$ cat config.mk
export PLATFORM = sky130hd
export DESIGN_NAME = popcount64
export DESIGN_NICKNAME = d
export VERILOG_FILES = /design/src/rtl/axis_lfsr_pkg.sv /design/src/rtl/popcount64.sv
export SDC_FILE = /design/constraint.sdc
export NUM_CORES = 1
export LEC_CHECK = 0
export CAP_MARGIN = 5
export CORE_MARGIN = 2
export CORE_UTILIZATION = 45
export DETAILED_ROUTE_END_ITERATION = 16
export PLACE_DENSITY_LB_ADDON = 0.15
export SLEW_MARGIN = 20
export SYNTH_ARGS = -nofsm -noshare
export SYNTH_HDL_FRONTEND = slang
export SYNTH_SLANG_ARGS = --single-unit
$ cat constraint.sdc
create_clock -name vclk -period 20.5
set_input_delay 2.05 -clock vclk [all_inputs]
set_output_delay 2.05 -clock vclk [all_outputs]
set_load 0.05 [all_outputs]
$ cat src/rtl/axis_lfsr_pkg.sv
// Shared definitions for the 64-bit XNOR-LFSR pattern source and checker.
// Holds the step function, seed/lockup constants, FSM states and stats payload.
package axis_lfsr_pkg;

    localparam int unsigned LFSR_W = 64;
    localparam int unsigned TAP_HI = 62;
    localparam int unsigned TAP_LO = 61;
    localparam int unsigned POP_W  = 7;

    localparam logic [LFSR_W-1:0] LFSR_SEED   = 64'h5555_5555_5555_5555;
    localparam logic [LFSR_W-1:0] LFSR_LOCKUP = '1;

    typedef enum logic [1:0] {
        HUNT   = 2'd0,
        VERIFY = 2'd1,
        LOCKED = 2'd2
    } lfsr_state_e;

    // Stage-1 stats payload: accepted-while-locked flag and error vector
    typedef struct packed {
        logic              beat;
        logic [LFSR_W-1:0] diff;
    } stat_stage_t;

    function automatic logic [LFSR_W-1:0] lfsr_next(input logic [LFSR_W-1:0] s);
        return {s[LFSR_W-2:0], s[TAP_HI] ~^ s[TAP_LO]};
    endfunction

endpackage

$ cat src/rtl/popcount64.sv
// Combinational 64-bit population count built as a balanced adder tree.
module popcount64
    import axis_lfsr_pkg::*;
(
    input  logic [LFSR_W-1:0] data,
    output logic [POP_W-1:0]  count_c
);

    logic [1:0] lvl1 [32];
    logic [2:0] lvl2 [16];
    logic [3:0] lvl3 [8];
    logic [4:0] lvl4 [4];
    logic [5:0] lvl5 [2];

    for (genvar i = 0; i < 32; i++) begin : g_lvl1
        assign lvl1[i] = 2'(data[2*i]) + 2'(data[2*i+1]);
    end

    for (genvar i = 0; i < 16; i++) begin : g_lvl2
        assign lvl2[i] = 3'(lvl1[2*i]) + 3'(lvl1[2*i+1]);
    end

    for (genvar i = 0; i < 8; i++) begin : g_lvl3
        assign lvl3[i] = 4'(lvl2[2*i]) + 4'(lvl2[2*i+1]);
    end

    for (genvar i = 0; i < 4; i++) begin : g_lvl4
        assign lvl4[i] = 5'(lvl3[2*i]) + 5'(lvl3[2*i+1]);
    end

    for (genvar i = 0; i < 2; i++) begin : g_lvl5
        assign lvl5[i] = 6'(lvl4[2*i]) + 6'(lvl4[2*i+1]);
    end

    assign count_c = POP_W'(lvl5[0]) + POP_W'(lvl5[1]);

endmodule

-- Yosys cells after proc, flatten, opt, wreduce, memory -nomap -nowiden
Cells that the tools add are included.
- $add $sub $neg: 63
- operators by type and width (kind ; number):
    $add 1x1->2 ; 32
    $add 2x2->3 ; 16
    $add 3x3->4 ; 8
    $add 4x4->5 ; 4
    $add 5x5->6 ; 2
    $add 6x6->7 ; 1
- flip-flop bits (word level): 0
- input port bits: 64
- word-level logic and storage cells: 63

-- Depth between registers and ports, before layout
Gate-level depths: netlist of the first run.
- depth after elaboration: 6
- mapped depth: 20

-- Worst setup path before layout of the first run
No wires, ideal clock.
- path type: input to output
- from: input data[17]
- to: output count_c[5]
- arrival: 8600 ps
- required time: 18450 ps
- path slack: 9850 ps
- cell stages on the path: 16
- path buffers: 0
- cell sequence: fa_1 inv_1 fa_1 inv_1 fa_1 fa_1 inv_1 fa_1 fa_1 fa_1 fa_1 inv_1 ha_1 a211oi_1 nor4b_1 a2111oi_1
- cells in the longest elaborated chain, start to end: 6
- RTL lines (item ; RTL line ; RTL):
    from (decl) ; popcount64.sv:5 ; input logic [LFSR_W-1:0] data,
    $add 1x1->2 ; popcount64.sv:16 ; assign lvl1[i] = 2'(data[2*i]) + 2'(data[2*i+1]);
    $add 2x2->3 ; popcount64.sv:20 ; assign lvl2[i] = 3'(lvl1[2*i]) + 3'(lvl1[2*i+1]);
    $add 3x3->4 ; popcount64.sv:24 ; assign lvl3[i] = 4'(lvl2[2*i]) + 4'(lvl2[2*i+1]);
    $add 4x4->5 ; popcount64.sv:28 ; assign lvl4[i] = 5'(lvl3[2*i]) + 5'(lvl3[2*i+1]);
    $add 5x5->6 ; popcount64.sv:32 ; assign lvl5[i] = 6'(lvl4[2*i]) + 6'(lvl4[2*i+1]);
    $add 6x6->7 ; popcount64.sv:35 ; assign count_c = POP_W'(lvl5[0]) + POP_W'(lvl5[1]);
    to (decl) ; popcount64.sv:6 ; output logic [POP_W-1:0] count_c
No other way between the ends.

-- Final worst setup path of the first run
Ends and elaborated chain as after synthesis.

==> run metrics, run 1 <==
status finished clean; Tmin final 10710 ps; setup violators final 0; 1st-iter DRT viols 12; # rows 22; Critical path origin data[17]; Critical Path End count_c[5]; share of layout cells above drive strength 1 0.01235; initial core utilization 0.4688; cts-stage hold buffer count 0; Worst path max stage delay 870 ps; DRT Wirelength 2.758 mm; # DRC 0; Final Wtd Congestion 0.7157; Slew Limit Fails 0; crit path max fanout 2; Synth cell types 19; routed vias 1262; initial antenna violation count 0; Die Ht 65.99 um; Final Hold Viols 0; worst hold slack 5470 ps; vias in the first global route 1376; # fillers 303; I/O pins 71; first-pass GRT wire length 5.140 mm; WP data required 18450 ps; Area growth syn-to-layout 44.57%; Startpoint Class primary input; Seq/Total Area, Yosys 0; n_diodes 0; placed cells 291; largest delay contributor family on the critical path adder cells; Final HPWL DP 2.803 mm; max-cap violations 0; Setup TNS 0 ps; worst min-delay path category in -> out; Post-CTS Setup Bufs 0; seq_cells 0; PortBufs 71; Crit path depth 18; Vias/cell 4.337; CP Class in -> out; grt total ovfl 0; width of the chip 65.99 um; post-route ant nets 0; register area 0 um2; largest net degree at the start of global routing 6; Cell Chain, Critical Path clkdlybuf4s50_1 -> fa_1 -> inv_1 -> fa_1 -> inv_1 -> fa_1 -> fa_1 -> inv_1 -> fa_1 -> fa_1 -> fa_1 -> fa_1 -> inv_1 -> ha_1 -> a211oi_1 -> nor4b_1 -> a2111oi_1 -> clkdlybuf4s50_1; Die ar. 0.004355 mm2; post-synthesis instance area 0.001729 mm2; syn avg cell area 10.05 um2; arrival time worst endpoint 8660 ps; Worst-Margin Slew 494.6 ps; Synth Warn # 0; Worst Setup End Kind output port; Multi-input gate area 0.001414 mm2; first drt pass iteration count 4; Placeable Area 0.003689 mm2; fin crit share 0.5223; RSZ-0062 raised after global routing no; GR Util All Layers 0.1460; fin cells 291; cell mode on critical path fa_1; Worst path slowest cell clkdlybuf4s50_1; syn nets 305; WP buf/inv 6; max frequency 0.09339 GHz; Synth Instances 172; drt wl/cell 9.478 um; CLK BUF 0; post-cts resize count 0; Core Util, Final 0.6777; slew margin rel. 0.6693; Layout Nets 378
[through the flow]
stage	area, um2	setup WS (ps)
2_1_floorplan	1729	9850
3_3_place_gp	2500	9781
3_5_place_dp	2500	9712
4_1_cts	2500	9707
5_1_grt	2500	9402
6_report	2500	9792
[cells in the mapped netlist]
master	number	area share
xor2_1	1	0.0051
a211oi_1	2	0.0087
o211a_1	1	0.0058
a21oi_1	3	0.0087
inv_1	84	0.18
o21bai_1	1	0.0043
o21ai_2	1	0.0051
a21o_1	1	0.0043
a211o_2	1	0.0058
nor4b_1	1	0.0051
o31ai_1	1	0.0043
o21a_1	1	0.0043
fa_1	54	0.63
nor2_1	1	0.0022
nand3b_1	1	0.0043
ha_1	15	0.11
a21o_2	1	0.0051
a2111oi_1	1	0.0058
xnor2_1	1	0.0051
[cells by family (layout without fill, tap and decap cells)]
kind of cell / Yosys count / in the layout / share of synthesized area
AOI/OAI and AO/OA: 14 / 14 / 0.06223
xor gates and xnor gates: 2 / 2 / 0.01013
adders and majority gates: 69 / 69 / 0.7337
buffers and inverters: 84 / 155 / 0.1823
and+or+nand+nor: 3 / 3 / 0.01158
[final cells by class]
cell class,instances,share of cell area
Tap cell,48,0.02402
Timing Repair Buffer,71,0.2843
Inverter,84,0.1261
Multi-Input combinational cell,88,0.5656
[worst min-delay path by stage]
stage	cells past startpoint	endpoint	from	slack, ps
after floorplan	1	count_c[0]	data[2]	4480
after global placement	3	count_c[0]	data[2]	5470
after detailed placement	3	count_c[0]	data[2]	5470
after CTS	3	count_c[0]	data[2]	5480
after global routing	3	count_c[0]	data[2]	5500
final	3	count_c[0]	data[2]	5470
[tightest hold or removal path: stages]
cell	delay, ps
clkdlybuf4s50_1	460
ha_1	220
clkdlybuf4s50_1	690
[layout by cell type (no fill, tap or decap)]
cell and instances:
a2111oi_1 1, a211o_2 1, a211oi_1 2, a21o_1 1
a21o_2 1, a21oi_1 3, clkdlybuf4s50_1 71, fa_1 54
ha_1 15, inv_1 84, nand3b_1 1, nor2_1 1
nor4b_1 1, o211a_1 1, o21a_1 1, o21ai_2 1
o21bai_1 1, o31ai_1 1, xnor2_1 1, xor2_1 1
[metal layers]
layer / share of wire / GRT usage / vias to the layer above / routed length (um)
met5: 0 / 0 / - / 0
met4: 0.0051 / 0.01276 / 0 / 14
met3: 0.076 / 0.01193 / 2 / 209
met2: 0.53 / 0.2803 / 47 / 1452
met1: 0.39 / 0.1854 / 594 / 1083
li1: - / - / 619 / -
Power of run 1 is not shown: default switching activity piles up to over one toggle a cycle in this logic, so the estimate is an artifact.
==> run 2: changes to the inputs <==
==> constraint.sdc (replaced) <==
create_clock -name vclk -period 10.6
set_input_delay 1.06 -clock vclk [all_inputs]
set_output_delay 1.06 -clock vclk [all_outputs]
set_load 0.05 [all_outputs]
==> results of run 2 <==
The final DEF is identical to that of run 1. Status: finished clean.
Among the figures that moved: setup slack after placement 9712 ps -> 1792 ps; setup slack after layout 9792 ps -> 1872 ps; hold slack 5470 ps -> 3490 ps
Power of run 2 is left out for the same reason.
==> run 3: changes to the inputs <==
--- a/config.mk
+++ b/config.mk
@@ -7,7 +7,7 @@
 export LEC_CHECK = 0
 export CAP_MARGIN = 5
 export CORE_MARGIN = 2
-export CORE_UTILIZATION = 45
+export CORE_UTILIZATION = 42
 export DETAILED_ROUTE_END_ITERATION = 16
 export PLACE_DENSITY_LB_ADDON = 0.15
 export SLEW_MARGIN = 20
==> constraint.sdc (replaced) <==
create_clock -name vclk -period 7.1
set_input_delay 0.71 -clock vclk [all_inputs]
set_output_delay 0.71 -clock vclk [all_outputs]
set_load 0.05 [all_outputs]
==> run 3 against run 2 <==
  * Clock-buffer cell count unchanged
  * Global-route usage decreased by 1.3 points
  * Core utilization shrank 0.92 points
  * Worst hold slack worse by 1300 ps
  * Via count increased by 2.5%
  * Design area up 6.2%
  * Routed wire length increased by 8.6%
  * Sequential cell count unchanged
==> run metrics, run 3 (synthesis gave the netlist of run 1 again) <==
arrival time worst endpoint 6310 ps; Placed Area 0.002626 mm2; first-pass GRT wire length 4.905 mm; commonest non-fill, non-tap cells in the layout inv_1, fa_1, clkdlybuf4s50_1, dlygate4sd2_1, inv_2; 1st-iter DRT viols 11; met2 wire length 1.767 mm; # rows 23; initial core utilization 0.4354; Worst path slowest cell fa_2; largest net degree at the start of global routing 6; max-cap violations 0; most common cell after layout, fill and taps aside inv_1; share of layout cells above drive strength 1 0.2480; Die Ht 68.17 um; seq_cells 0; worst hold start data[2]; fin crit share 0.9890; post-route ant nets 0; worst min-delay path category in -> out; grt total ovfl 0; slew margin rel. 0.7450; vias in the first global route 1298; Startpoint Class primary input; cell mode on critical path fa_2; status finished clean; Final Hold Viols 0; Worst Hold Path EP count_c[0]; top layer used by detailed routing met3; crit path max fanout 3; Tmin final 7022 ps; PortBufs 71; Slew Limit Fails 0; drt wl/cell 9.983 um; Area growth syn-to-layout 53.55%; WL met1 1.032 mm; Worst Setup End Kind output port; WHS Path Cells 3; register area 0 um2; DRT Wirelength 2.995 mm; Setup TNS 0 ps; GR Util All Layers 0.1334; Layout Nets 385; worst hold slack 2220 ps; Core Util, Final 0.6686; WP data required 6390 ps; Placeable Area 0.003971 mm2; Final HPWL DP 2.956 mm; Final Wtd Congestion 0.7149; RSZ-0062 raised after global routing yes; fin area 0.002655 mm2; Worst-Margin Slew 379.2 ps; width of the chip 68.17 um; Die ar. 0.004646 mm2; WP buf/inv 4; setup violators final 0; n_diodes 0; I/O pins 71; largest delay contributor family on the critical path adder cells; # DRC 0; met3 wire length 195 um; CLK BUF 0; initial antenna violation count 0; Vias/cell 4.313; CP Class in -> out; # fillers 325; Cell Chain, Critical Path dlygate4sd2_1 -> fa_1 -> inv_1 -> fa_2 -> fa_1 -> fa_2 -> fa_2 -> fa_2 -> fa_1 -> fa_1 -> inv_2 -> ha_4 -> fa_2 -> a211o_4 -> a21oi_2 -> o21bai_1 -> buf_4; max frequency 0.1424 GHz; routed vias 1294; Worst path max stage delay 560 ps; first drt pass iteration count 2
run 3: cell count changes in the layout (fill, tap and decap cells not counted), moves of 6 or more:
cell / before / now
inv_2: 0 / 14
clkdlybuf4s50_1: 71 / 31
fa_1: 54 / 45
buf_4: 0 / 8
dlygate4sd2_1: 0 / 15
inv_1: 84 / 70
buf_2: 0 / 6
fa_2: 0 / 9
run 3: cell type report:
class	count	area, um2	share of cell area
inverter	84	315.3	0.1188
multi-input combinational	88	1520	0.5726
timing repair buffer	78	757.0	0.2851
tap	50	62.56	0.02356
run 3: tightest hold or removal path, delay by kind of cell:
kind                       cells  cell delay (ps)
buffers and inverters          2              640
adders and majority gates      1              160
run 3: worst max path at each step:
stage | start | endpoint | slack, ps | depth (start not counted)
after floorplan | data[53] | count_c[4] | 160 | 18
after global placement | data[53] | count_c[6] | -290 | 21
after detailed placement | data[53] | count_c[6] | -310 | 21
after CTS | data[53] | count_c[6] | -50 | 21
after global routing | data[55] | count_c[6] | -60 | 21
final | data[29] | count_c[6] | 80 | 17
run 3: repair_timing:
| item | 4_1_cts | 5_1_grt |
|---|---|---|
| setup endpoints to repair | 5 | 5 |
| setup buffers | 1 | 0 |
| gates resized for setup | 66 | 36 |
| hold buffers | 0 | 0 |
| pin swaps | 40 | 38 |
run 3: metal layers:
| metal | vias to the layer above | global-route usage |
|---|---|---|
| met5 | - | 0 |
| met4 | 0 | 0 |
| met3 | 0 | 0.006579 |
| met2 | 42 | 0.2694 |
| met1 | 627 | 0.1645 |
| li1 | 625 | - |
run 3: metrics by stage:
step | std cells | worst slack, ps
after floorplan | 172 | 161.4
after global placement | 299 | -294.4
after detailed placement | 299 | -312.1
after CTS | 300 | -49.89
after global routing | 300 | -58.18
final | 300 | 77.93
Power of run 3 is left out for the same reason.
